`src/rtl/led_pattern_gen.sv`:
```
// Multi-channel LED pattern generator: blink, chase, breathe and solid modes with a per-channel DIP mask.
// Define DIP_SYNC_EN to add a 2-flop DIP synchroniser and an 8-tick debouncer in front of the mask.
module led_pattern_gen #(
  parameter int CLK_HZ   = 50_000_000,
  parameter int TICK_HZ  = 1000,
  parameter int CHANNELS = 3,
  parameter int PWM_BITS = 8
) (
  input  logic                clk,
  input  logic                res_n,
  input  logic [CHANNELS-1:0] dip,
  input  logic [1:0]          mode,
  output logic [CHANNELS-1:0] led
);

  localparam int TICK_DIV = CLK_HZ / TICK_HZ;
  localparam int PRE_W    = (TICK_DIV > 1) ? $clog2(TICK_DIV) : 1;
  localparam int TICK_W   = (TICK_HZ > 1) ? $clog2(TICK_HZ) : 1;
  localparam logic [PWM_BITS-1:0] DMAX = '1;

  typedef enum logic [1:0] {
    MODE_BLINK   = 2'd0,
    MODE_CHASE   = 2'd1,
    MODE_BREATHE = 2'd2,
    MODE_SOLID   = 2'd3
  } mode_e;

  typedef enum logic {
    DIR_UP   = 1'b0,
    DIR_DOWN = 1'b1
  } dir_e;

  mode_e                 mode_q, mode_d;
  dir_e                  dir_q, dir_d;
  logic [PRE_W-1:0]      pre_cnt_q, pre_cnt_d;
  logic [TICK_W-1:0]     tick_cnt_q, tick_cnt_d;
  logic                  phase_q, phase_d;
  logic [CHANNELS-1:0]   pos_q, pos_d;
  logic [PWM_BITS-1:0]   duty_q, duty_d;
  logic [PWM_BITS-1:0]   pwm_cnt_q, pwm_cnt_d;
  logic [CHANNELS-1:0]   led_q, led_d;
  logic [CHANNELS-1:0]   lit;
  logic [CHANNELS-1:0]   dip_m;
  logic                  tick;
  logic                  sec;
  logic                  restart;

  assign tick    = (pre_cnt_q == PRE_W'(TICK_DIV - 1));
  assign sec     = tick && (tick_cnt_q == TICK_W'(TICK_HZ - 1));
  assign restart = (mode != mode_q);

  always_ff @(posedge clk) begin
    if (!res_n) begin
      mode_q     <= MODE_BLINK;
      dir_q      <= DIR_UP;
      pre_cnt_q  <= '0;
      tick_cnt_q <= '0;
      phase_q    <= 1'b0;
      pos_q      <= CHANNELS'(1);
      duty_q     <= '0;
      pwm_cnt_q  <= '0;
      led_q      <= '1;
    end else begin
      mode_q     <= mode_d;
      dir_q      <= dir_d;
      pre_cnt_q  <= pre_cnt_d;
      tick_cnt_q <= tick_cnt_d;
      phase_q    <= phase_d;
      pos_q      <= pos_d;
      duty_q     <= duty_d;
      pwm_cnt_q  <= pwm_cnt_d;
      led_q      <= led_d;
    end
  end

  // A mode change restarts all timing and pattern state, overriding any tick or sec this cycle.
  always_comb begin
    mode_d     = mode_e'(mode);
    dir_d      = dir_q;
    pre_cnt_d  = pre_cnt_q;
    tick_cnt_d = tick_cnt_q;
    phase_d    = phase_q;
    pos_d      = pos_q;
    duty_d     = duty_q;
    pwm_cnt_d  = pwm_cnt_q + 1'b1;
    if (restart) begin
      dir_d      = DIR_UP;
      pre_cnt_d  = '0;
      tick_cnt_d = '0;
      phase_d    = 1'b0;
      pos_d      = CHANNELS'(1);
      duty_d     = '0;
    end else begin
      pre_cnt_d = tick ? '0 : pre_cnt_q + 1'b1;
      if (tick) begin
        tick_cnt_d = sec ? '0 : tick_cnt_q + 1'b1;
      end
      unique case (mode_q)
        MODE_BLINK: begin
          if (sec) phase_d = ~phase_q;
        end
        MODE_CHASE: begin
          if (sec) pos_d = (pos_q << 1) | (pos_q >> (CHANNELS - 1));
        end
        MODE_BREATHE: begin
          if (tick) begin
            if (dir_q == DIR_UP) begin
              if (duty_q == DMAX) begin
                dir_d  = DIR_DOWN;
                duty_d = duty_q - 1'b1;
              end else begin
                duty_d = duty_q + 1'b1;
              end
            end else begin
              if (duty_q == '0) begin
                dir_d  = DIR_UP;
                duty_d = duty_q + 1'b1;
              end else begin
                duty_d = duty_q - 1'b1;
              end
            end
          end
        end
        default: begin
        end
      endcase
    end
  end

  always_comb begin
    lit = '0;
    unique case (mode_q)
      MODE_BLINK:   lit = {CHANNELS{phase_q}};
      MODE_CHASE:   lit = pos_q;
      MODE_BREATHE: lit = {CHANNELS{pwm_cnt_q < duty_q}};
      default:      lit = '1;
    endcase
    led_d = ~(lit & dip_m);
  end

  assign led = led_q;

`ifdef DIP_SYNC_EN
  logic [CHANNELS-1:0]      sync1_q, sync2_q;
  logic [CHANNELS-1:0]      last_q, last_d;
  logic [CHANNELS-1:0]      dip_m_q, dip_m_d;
  logic [CHANNELS-1:0][2:0] stable_q, stable_d;

  always_ff @(posedge clk) begin
    if (!res_n) begin
      sync1_q  <= '0;
      sync2_q  <= '0;
      last_q   <= '0;
      dip_m_q  <= '0;
      stable_q <= '0;
    end else begin
      sync1_q  <= dip;
      sync2_q  <= sync1_q;
      last_q   <= last_d;
      dip_m_q  <= dip_m_d;
      stable_q <= stable_d;
    end
  end

  // The eighth consecutive tick without a change commits the synchronised value.
  always_comb begin
    last_d   = last_q;
    dip_m_d  = dip_m_q;
    stable_d = stable_q;
    for (int i = 0; i < CHANNELS; i++) begin
      if (sync2_q[i] != last_q[i]) begin
        last_d[i]   = sync2_q[i];
        stable_d[i] = 3'd0;
      end else if (tick) begin
        if (stable_q[i] == 3'd7) begin
          dip_m_d[i] = last_q[i];
        end else begin
          stable_d[i] = stable_q[i] + 3'd1;
        end
      end
    end
  end

  assign dip_m = dip_m_q;
`else
  assign dip_m = dip;
`endif

endmodule
```
`config.mk`:
```
export PLATFORM = sky130hd
export DESIGN_NAME = led_pattern_gen
export DESIGN_NICKNAME = d
export VERILOG_FILES = /design/src/rtl/led_pattern_gen.sv
export SDC_FILE = /design/constraint.sdc
export NUM_CORES = 1
export LEC_CHECK = 0
export BUFFER_PORTS_ARGS = -buffer_cell sky130_fd_sc_hd__buf_2
export CELL_PAD_IN_SITES_DETAIL_PLACEMENT = 0
export CELL_PAD_IN_SITES_GLOBAL_PLACEMENT = 1
export CORE_MARGIN = 1.5
export CORE_UTILIZATION = 42
export DETAILED_ROUTE_END_ITERATION = 16
export PLACE_DENSITY = 0.72
export SLEW_MARGIN = 20
export SYNTH_ARGS = -nofsm -noshare
export SYNTH_HDL_FRONTEND = slang
export SYNTH_SLANG_ARGS = --single-unit
```
`constraint.sdc`:
```
create_clock -name clk -period 2.35 [get_ports clk]
set_input_delay 0.1175 -clock clk [delete_from_list [all_inputs] [get_ports clk]]
set_output_delay 0.1175 -clock clk [all_outputs]
set_load 0.03 [all_outputs]
```
==> results_tabular.tex, run 1 <==
\begin{tabular}{lr}
\hline
Metric & Value \\
\hline
\multicolumn{2}{l}{\textbf{Floorplanning}} \\
\quad Num ports & 10 \\
\quad Total Die Area & $\sim$7000 um\^{}2 \\
\quad Die Span X & roughly 83 um \\
\quad Die span in y & roughly 83 um \\
\quad Initial cell density of the core & a little over two fifths \\
\quad Row count & 29 \\
\quad Area of the placeable core & approximately 6300 um\^{}2 \\
\multicolumn{2}{l}{\textbf{Synthesis}} \\
\quad Predominant post-synthesis flop cell & sky130\_fd\_sc\_hd\_\_dfxtp\_1 \\
\quad Most used standard cell by instance count after synthesis & sky130\_fd\_sc\_hd\_\_dfxtp\_1 \\
\quad Area share of the largest cell type after synthesis & about two fifths \\
\quad Share of flip-flops with an asynchronous set or reset after synthesis & 0\% \\
\quad Post-Syn Nets & 330 \\
\quad List of most frequent post-synthesis cells & sky130\_fd\_sc\_hd\_\_dfxtp\_1 (52), sky130\_fd\_sc\_hd\_\_nor2\_1 (37), sky130\_fd\_sc\_hd\_\_nand2\_1 (27) \\
\quad Main combinational cell family by area after synthesis & simple AND/OR/NAND/NOR gates \\
\quad Post-synthesis share of cell area spent on and, or, nand and nor gates & 30.4\% \\
\quad Largest area contributor in the netlist & sky130\_fd\_sc\_hd\_\_dfxtp\_1 \\
\quad Main area contributors after synthesis & sky130\_fd\_sc\_hd\_\_dfxtp\_1 (38\%), sky130\_fd\_sc\_hd\_\_ha\_1 (6.0\%), sky130\_fd\_sc\_hd\_\_xor2\_1 (5.8\%) \\
\quad Post-synthesis register bit count & between 50 and 60 \\
\quad Yosys cell types & 44 \\
\quad EDFF count, synth & 0 \\
\quad Sequential share of the synthesized area & between 30\% and 40\% \\
\quad Post-Synthesis Cell Area & 2710 um\^{}2 \\
\quad Cells after synthesis & 310 \\
\quad Multiplexer area fraction after synthesis & between 1.5 and 2\% \\
\quad Synthesis warning total & 0 \\
\quad Synth Area per Inst & around 8.7 um\^{}2 \\
\quad Fraction of synthesized cell area in xor and xnor cells & a little under an eighth \\
\quad Adder-cell share of the synthesized area & 6.00\% \\
\quad Compound-gate portion of the synthesized area & approximately 8.7\% \\
\multicolumn{2}{l}{\textbf{Clock network}} \\
\quad Post-CTS setup repair buffer count & 0 \\
\quad Maximum clock insertion buffer count & 2 \\
\quad CTS tree & yes \\
\quad H-Tree Depth & 2 \\
\quad Clock root buffer & sky130\_fd\_sc\_hd\_\_clkbuf\_8 \\
\quad Hold buffers post-CTS & 2 \\
\quad Clk\_lat worst skew & a little over 300 ps \\
\quad Total clock buffers created by CTS & 5 \\
\quad Quantity of gates resized following cts & 0 \\
\quad Post-CTS clock slew at the launch and capture registers of the worst setup and hold paths & around 100 ps \\
\quad Sink count of the clock tree & 52 \\
\multicolumn{2}{l}{\textbf{Route}} \\
\quad Starting DRC count in detailed routing & around 60 \\
\quad Total length of routed met3 wires & roughly 100 um \\
\quad Overall routed net length & between 5 and 6 mm \\
\quad TritonRoute pass-1 iters & 4 \\
\quad Routed wire length on met2 & around 2.4 mm \\
\quad DR WL/cell & around 13 um \\
\quad Post-detailed-route DRC marker count & 0 \\
\quad Post-DR vias/cell & $\sim$5.3 \\
\quad DR top layer & met4 \\
\quad Routed met1 length & between 2 and 3 mm \\
\quad Vias & 2107 \\
\quad Antenna violation net count after detailed routing & 0 \\
\multicolumn{2}{l}{\textbf{Cells and area}} \\
\quad Count of antenna diodes in the layout & 0 \\
\quad Cell area after layout & between 2000 and 3000 um\^{}2 \\
\quad Post-Layout Cell Count & 398 \\
\quad Layout cell share with drive strength beyond 1 & under 10\% \\
\quad Area grow syn2layout & 9.55\% \\
\quad Net count, final & between 300 and 400 \\
\multicolumn{2}{l}{\textbf{Global route}} \\
\quad Wire length of the first global-routing pass & a little over 9 mm \\
\quad Largest net degree at the start of global routing & 21 \\
\quad Antenna violations before repair & 0 \\
\quad Overflow left after global routing & 0 \\
\quad Vias in the first global route & around 2000 \\
\quad Total global-route track usage & between 10\% and 20\% \\
\multicolumn{2}{l}{\textbf{Critical path}} \\
\quad Setup Crit Path Kind & register to register \\
\quad CP max stage cell & sky130\_fd\_sc\_hd\_\_o41ai\_1 \\
\quad Crit start category & register \\
\quad Data required time at the worst endpoint & 2580 ps \\
\quad Cell breakdown of the critical path & ha\_1, and3\_1, a31oi\_1, nor2\_1, o41ai\_1, mux2i\_1 \\
\quad Register-to-register path setup slack & about 210 ps \\
\quad CP peak stage delay & 430 ps \\
\quad CP Data Arrival Time & roughly 2400 ps \\
\quad Largest fanout on the critical path & 7 \\
\quad Family of cells with the greatest summed delay on the critical path & compound AO/OA/AOI/OAI gates \\
\quad Crit path buffers/inverters & 0 \\
\quad Endpoint class of the critical path & register \\
\multicolumn{2}{l}{\textbf{Power and ir drop}} \\
\quad Highest ir drop seen on vdd & roughly 0.26 mV \\
\quad P\_leak & 1.06 nW \\
\quad Power density normalized to cell area & around 550 nW/um\^{}2 \\
\quad Sequential group share of total power & 55.3\% \\
\quad Part of the power in combinational logic & about 4.8\% \\
\quad Total internal power & $\sim$1.3 mW \\
\quad Portion of total power attributed to the clock network & 39.9\% \\
\quad Net switching share of the total power & between 20\% and 30\% \\
\quad Power spent charging and discharging nets & between 300 and 400 uW \\
\multicolumn{2}{l}{\textbf{Timing}} \\
\quad Setup TNS Final & 0 ps \\
\quad Number of setup violations in the final report & 0 \\
\quad Max frequency & 468 MHz \\
\quad Maximum clock skew at final layout & between 10 and 15 ps \\
\quad Share of the cycle needed by the critical path after routing & between 90\% and 100\% \\
\quad Setup repair after global routing missed its margin & false \\
\quad Total count of hold-check failures in the final report & 0 \\
\quad Relative max-transition margin & between 50\% and 60\% \\
\quad Final count of pins violating max slew & 0 \\
\quad Slew @ Worst Pin & 645 ps \\
\quad Final min period & 2140 ps \\
\multicolumn{2}{l}{\textbf{Place}} \\
\quad Area after DPL & roughly 2800 um\^{}2 \\
\quad Buffers on Ports & 9 \\
\quad Dpl hpwl & around 3.9 mm \\
\quad Weighted congestion at the end of routability-driven global placement & between 0.8 and 0.9 \\
\quad Number of cells in the design after placement & $\sim$390 \\
\multicolumn{2}{l}{\textbf{Job}} \\
\quad Reported max-cap violation count & 0 \\
\multicolumn{2}{l}{\textbf{Hold path}} \\
\quad Hold WC Path Type & primary input to register \\
\multicolumn{2}{l}{\textbf{Status}} \\
\quad Status & completed \\
\hline
\end{tabular}
-- cells by family (layout without fill, tap and decap cells) --
group,count (synthesis),after routing
and+or+nand+nor,147,147
adders and majority gates,13,13
DFF,52,52
muxes,5,5
buffers and inverters,23,34
AOI/OAI and AO/OA,35,35
xor gates and xnor gates,35,35
-- power groups by stage --
stage,combinational (mW),sequential (mW),clock [mW]
6_report,0.0786,0.897,0.647
5_1_grt,0.0893,0.900,0.703
4_1_cts,0.0798,0.898,0.674
3_5_place_dp,0.0768,0.918,0
3_3_place_gp,0.0764,0.918,0
2_1_floorplan,0.0469,0.922,0
-- area by class of cell --
cell class	count	area, um^2
inverters	12	45.0
repair buffers	14	87.6
clock buffers	6	82.6
multi-input cells	235	1580
clock inverters	2	38.8
flip-flops and latches	52	1040
fillers	612	3310
well taps	77	96.3
-- stage by stage --
| step | power, mW | hold WS (ps) | util, % | setup WS (ps) |
|---|---|---|---|---|
| final | 1.62 | 15.2 | 47.3 | 212 |
| after global routing | 1.69 | 13.0 | 47.3 | 27.5 |
| after CTS | 1.65 | 13.7 | 47.3 | 235 |
| after detailed placement | 0.995 | 324 | 45.1 | 256 |
| after global placement | 0.995 | 318 | 45.1 | 339 |
| after floorplan | 0.969 | 206 | - | 466 |
-- state kept, by name, summed over array words and instances, names as in the netlist --
signal	flops
mode_q	2
pre_cnt_q	16
led	3
duty_q	8
tick_cnt_q	10
pos_q	3
phase_q	1
pwm_cnt_q	8
dir_q	1
-- path summary, 6_finish.rpt --
kind,from,to,cells after the start
min,dip[1],led[1],2
max,duty_q[0],duty_q[5],6
min reg2reg,pwm_cnt_q[0],pwm_cnt_q[0],1
max reg2reg,duty_q[0],duty_q[5],6
-- metal layers --
layer / vias up / global-route usage, %
met3: 8 / 3.58
li1: 1101 / -
met2: 19 / 25.7
met1: 979 / 21.3
met5: - / 0
met4: 0 / 6.06
-- cell usage in the layout, fill, tap and decap left out, types with 2 or more instances in the layout --
cell,n
sky130_fd_sc_hd__a211oi_1,2
sky130_fd_sc_hd__a21o_1,2
sky130_fd_sc_hd__a21oi_1,5
sky130_fd_sc_hd__and2_1,9
sky130_fd_sc_hd__and3_1,10
sky130_fd_sc_hd__buf_2,9
sky130_fd_sc_hd__buf_4,3
sky130_fd_sc_hd__clkbuf_8,6
sky130_fd_sc_hd__dfxtp_1,52
sky130_fd_sc_hd__dlygate4sd3_1,2
sky130_fd_sc_hd__ha_1,13
sky130_fd_sc_hd__inv_1,12
sky130_fd_sc_hd__mux2i_1,5
sky130_fd_sc_hd__nand2_1,27
sky130_fd_sc_hd__nand2b_1,3
sky130_fd_sc_hd__nand3_1,20
sky130_fd_sc_hd__nand4_1,16
sky130_fd_sc_hd__nor2_1,37
sky130_fd_sc_hd__nor2b_1,4
sky130_fd_sc_hd__nor3_1,6
sky130_fd_sc_hd__nor4b_1,2
sky130_fd_sc_hd__nor4b_4,2
sky130_fd_sc_hd__o211ai_1,6
sky130_fd_sc_hd__o21ai_0,7
sky130_fd_sc_hd__o22ai_1,2
sky130_fd_sc_hd__o31ai_1,3
sky130_fd_sc_hd__o41ai_1,2
sky130_fd_sc_hd__xnor2_1,17
sky130_fd_sc_hd__xor2_1,18
Power figures use the tool's default switching activity.
==> inputs of run 2 (changes only) <==
ABC_AREA = 1   (was not set)
PLACE_DENSITY = 0.76   (was 0.72)
REMOVE_ABC_BUFFERS = 1   (was not set)
==> run 2 against run 1 <==
  * Worst setup slack gained 430 ps
  * Register-to-register slack gained 430 ps
  * Synthesized cell count grew 44%
==> results_tabular.tex, run 2 <==
\begin{tabular}{lr}
\hline
Metric & Value \\
\hline
\multicolumn{2}{l}{\textbf{Floorplanning}} \\
\quad Initial cell density of the core & 44.2\% (+1.0 points) \\
\quad Die Span X & 88.5 um (+6.2\%) \\
\quad Row count & 30 (+3.4\%) \\
\quad Total Die Area & 7840 um\^{}2 (+13\%) \\
\quad Num ports & 10 (unchanged) \\
\quad Die span in y & 88.5 um (+6.2\%) \\
\quad Area of the placeable core & 6940 um\^{}2 (+11\%) \\
\multicolumn{2}{l}{\textbf{Synthesis}} \\
\quad Yosys cell types & 38 (-14\%) \\
\quad Share of flip-flops with an asynchronous set or reset after synthesis & 0\% (unchanged) \\
\quad Area share of the largest cell type after synthesis & 33.9\% (-4.5 points) \\
\quad Predominant post-synthesis flop cell & sky130\_fd\_sc\_hd\_\_dfxtp\_1 \\
\quad Sequential share of the synthesized area & 33.9\% (-4.5 points) \\
\quad Most used standard cell by instance count after synthesis & sky130\_fd\_sc\_hd\_\_nand2\_1 \\
\quad List of most frequent post-synthesis cells & sky130\_fd\_sc\_hd\_\_nand2\_1 (115), sky130\_fd\_sc\_hd\_\_dfxtp\_1 (52), sky130\_fd\_sc\_hd\_\_inv\_1 (50) \\
\quad Cells after synthesis & 446 (+44\%) \\
\quad Largest area contributor in the netlist & sky130\_fd\_sc\_hd\_\_dfxtp\_1 \\
\quad Main area contributors after synthesis & sky130\_fd\_sc\_hd\_\_dfxtp\_1 (34\%), sky130\_fd\_sc\_hd\_\_nand2\_1 (14\%), sky130\_fd\_sc\_hd\_\_nand3\_1 (6.4\%) \\
\quad EDFF count, synth & 0 (unchanged) \\
\quad Post-synthesis register bit count & 52 (unchanged) \\
\quad Synth Area per Inst & 6.89 um\^{}2 (-21\%) \\
\quad Post-Synthesis Cell Area & 3070 um\^{}2 (+13\%) \\
\quad Synthesis warning total & 0 (unchanged) \\
\multicolumn{2}{l}{\textbf{Power and ir drop}} \\
\quad P\_leak & 1.25 nW (+18\%) \\
\quad Total internal power & 1.26 mW (-0.33\%) \\
\quad Highest ir drop seen on vdd & 0.248 mV (-4.2\%) \\
\quad Net switching share of the total power & 21.8\% (-0.023 points) \\
\quad Post-layout power & 1.62 mW (-0.36\%) \\
\quad Sequential group share of total power & 55.5\% (+0.2 points) \\
\quad Part of the power in combinational logic & 4.4\% (-0.4 points) \\
\quad Portion of total power attributed to the clock network & 40.1\% (+0.2 points) \\
\quad Power spent charging and discharging nets & 353 uW (-0.46\%) \\
\quad Power density normalized to cell area & 484 nW/um\^{}2 (-12\%) \\
\multicolumn{2}{l}{\textbf{Route}} \\
\quad Starting DRC count in detailed routing & 160 (+160\%) \\
\quad Antenna violation net count after detailed routing & 0 (unchanged) \\
\quad Overall routed net length & 6.45 mm (+22\%) \\
\quad TritonRoute pass-1 iters & 4 (unchanged) \\
\quad Vias & 2757 (+31\%) \\
\quad DR WL/cell & 11.6 um (-12\%) \\
\quad Post-detailed-route DRC marker count & 0 (unchanged) \\
\quad Post-DR vias/cell & 4.98 (-6.0\%) \\
\multicolumn{2}{l}{\textbf{Place}} \\
\quad Number of cells in the design after placement & 543 (+40\%) \\
\quad Dpl hpwl & 4.84 mm (+25\%) \\
\quad Buffers on Ports & 9 (unchanged) \\
\quad Weighted congestion at the end of routability-driven global placement & 0.860 (+6.3\%) \\
\quad Area after DPL & 3190 um\^{}2 (+13\%) \\
\quad Setup Slack @ Placement & 628 ps (+372 ps) \\
\multicolumn{2}{l}{\textbf{Global route}} \\
\quad Wire length of the first global-routing pass & 11.3 mm (+23\%) \\
\quad Met1 global-route usage & 25.7\% (+4.3 points) \\
\quad Met3 Resource Use GR & 3.08\% (-0.50 points) \\
\quad Antenna violations before repair & 0 (unchanged) \\
\quad Overflow left after global routing & 0 (unchanged) \\
\quad Vias in the first global route & 2473 (+25\%) \\
\quad GRT busiest layer & met2 \\
\quad Largest net degree at the start of global routing & 21 (unchanged) \\
\quad Fraction of met2 tracks used by global routing & 28.5\% (+2.7 points) \\
\quad Total global-route track usage & 18.3\% (+2.2 points) \\
\multicolumn{2}{l}{\textbf{Critical path}} \\
\quad Setup Crit Path Kind & register to register \\
\quad Register-to-register path setup slack & 640 ps (+430 ps) \\
\quad Crit start category & register \\
\quad Largest fanout on the critical path & 10 (+3) \\
\quad Worst R2R Start & pre\_cnt\_q[0] \\
\quad Worst-case reg-to-reg path depth & 8 (+2) \\
\quad Data required time at the worst endpoint & 2540 ps (-40 ps) \\
\quad Endpoint class of the critical path & register \\
\quad Crit. Startpoint & pre\_cnt\_q[0] \\
\quad Destination of the worst register-to-register timing path & duty\_q[2] \\
\quad CP Data Arrival Time & 1890 ps (-480 ps) \\
\multicolumn{2}{l}{\textbf{Hold path}} \\
\quad Hold Crit Depth & 3 (+1) \\
\quad Terminating pin of the worst hold path & mode\_q[0] \\
\quad Worst min-delay path startpoint & mode[0] \\
\quad Hold WC Path Type & primary input to register \\
\multicolumn{2}{l}{\textbf{Timing}} \\
\quad Max frequency & 586 MHz (+25\%) \\
\quad Final count of pins violating max slew & 0 (unchanged) \\
\quad Worst Slack Setup Final & 643 ps (+431 ps) \\
\quad Post-Route Hold Slack & 18.3 ps (+3.13 ps) \\
\quad Total count of hold-check failures in the final report & 0 (unchanged) \\
\quad Setup TNS Final & 0 ps (unchanged) \\
\quad Slew @ Worst Pin & 427 ps (-218 ps) \\
\quad Setup repair after global routing missed its margin & false \\
\quad Share of the cycle needed by the critical path after routing & 72.6\% (-18 points) \\
\quad Final min period & 1710 ps (-431 ps) \\
\quad Number of setup violations in the final report & 0 (unchanged) \\
\quad Maximum clock skew at final layout & 13.1 ps (+2.17 ps) \\
\quad Relative max-transition margin & 71.4\% (+15 points) \\
\multicolumn{2}{l}{\textbf{Cells and area}} \\
\quad Most common cell after layout, fill and taps aside & sky130\_fd\_sc\_hd\_\_nand2\_1 \\
\quad Post-Layout Cell Count & 554 (+39\%) \\
\quad Net count, final & 477 (+40\%) \\
\quad Max reg flops & 16 (unchanged) \\
\quad Layout cell share with drive strength beyond 1 & 10.7\% (+1.7 points) \\
\quad Register containing the most flip-flops in the final layout & pre\_cnt\_q \\
\quad Share of the core filled with cells in the final layout & 48.2\% (+0.84 points) \\
\quad Count of antenna diodes in the layout & 0 (unchanged) \\
\quad Area grow syn2layout & 8.88\% \\
\quad Most frequent cells in the layout & sky130\_fd\_sc\_hd\_\_nand2\_1 (115), sky130\_fd\_sc\_hd\_\_dfxtp\_1 (52), sky130\_fd\_sc\_hd\_\_inv\_1 (50) \\
\quad Cell area after layout & 3340 um\^{}2 (+13\%) \\
\quad Top flop regs & pre\_cnt\_q: 16 flops, tick\_cnt\_q: 10 flops \\
\multicolumn{2}{l}{\textbf{Clock network}} \\
\quad Total clock buffers created by CTS & 5 (unchanged) \\
\quad CTS tree & yes \\
\quad H-Tree Depth & 2 (unchanged) \\
\quad Clock root buffer & sky130\_fd\_sc\_hd\_\_clkbuf\_8 \\
\quad Clk\_lat worst skew & 310 ps (about the same) \\
\quad Maximum clock insertion buffer count & 2 (unchanged) \\
\quad Sink count of the clock tree & 52 (unchanged) \\
\quad Post-CTS clock slew at the launch and capture registers of the worst setup and hold paths & 90 ps (about the same) \\
\multicolumn{2}{l}{\textbf{Status}} \\
\quad Status & completed \\
\multicolumn{2}{l}{\textbf{Job}} \\
\quad Reported max-cap violation count & 0 (unchanged) \\
\hline
\end{tabular}
==> run 2: worst max path at each step <==
stage / to / cells past startpoint
floorplan: pre_cnt_q[11] / 5
global placement: duty_q[5] / 8
detailed placement: duty_q[2] / 8
CTS: duty_q[2] / 8
global route: duty_q[6] / 8
finish: duty_q[2] / 8
==> run 2: cell type report <==
type                            instances  area (um^2)
Timing Repair Buffer                   14         90.1
Multi-Input combinational cell        331         1770
Clock buffer                            6         82.6
Sequential cell                        52         1040
Tap cell                               96          120
Clock inverter                          2         38.8
Fill cell                             751         3600
Inverter                               53          204
==> run 2: critical path, cell delays in order (launching register included) <==
cell and delay, ps:
sky130_fd_sc_hd__dfxtp_1 360, sky130_fd_sc_hd__ha_1 200, sky130_fd_sc_hd__nand3_2 150, sky130_fd_sc_hd__nor2_2 180, sky130_fd_sc_hd__nand3_4 180, sky130_fd_sc_hd__nor2_4 250, sky130_fd_sc_hd__inv_2 130, sky130_fd_sc_hd__nand2_1 70
sky130_fd_sc_hd__a21oi_1 70
==> run 2: cells by family (layout without fill, tap and decap cells) <==
kind of cell,count (synthesis),after routing,synth area share (%)
compound gates,58,58,10.1
xor+xnor,12,12,3.42
fa+ha+maj,13,13,5.30
buf+inv,63,75,8.55
flops,52,52,33.9
simple gates,248,248,38.7
==> run 2: per-layer routing <==
metal,vias up,share of wire [%]
met5,-,0
met4,0,1.2
met2,38,43
met1,1220,53
li1,1491,-
met3,8,2.8
==> run 2: power groups by stage <==
stage | Combinational [mW] | Clock [mW] | Sequential, mW
after floorplan | 0.0417 | 0 | 0.921
after global placement | 0.0682 | 0 | 0.918
after detailed placement | 0.0693 | 0 | 0.918
after CTS | 0.0730 | 0.676 | 0.898
after global routing | 0.0834 | 0.706 | 0.899
final | 0.0713 | 0.648 | 0.898
==> run 2: timing repair <==
| action | CTS | global route |
|---|---|---|
| resized for setup | 0 | 0 |
| hold endpoints to repair | 3 | 0 |
| hold buffers | 3 | 0 |
| setup buffers | 0 | 0 |
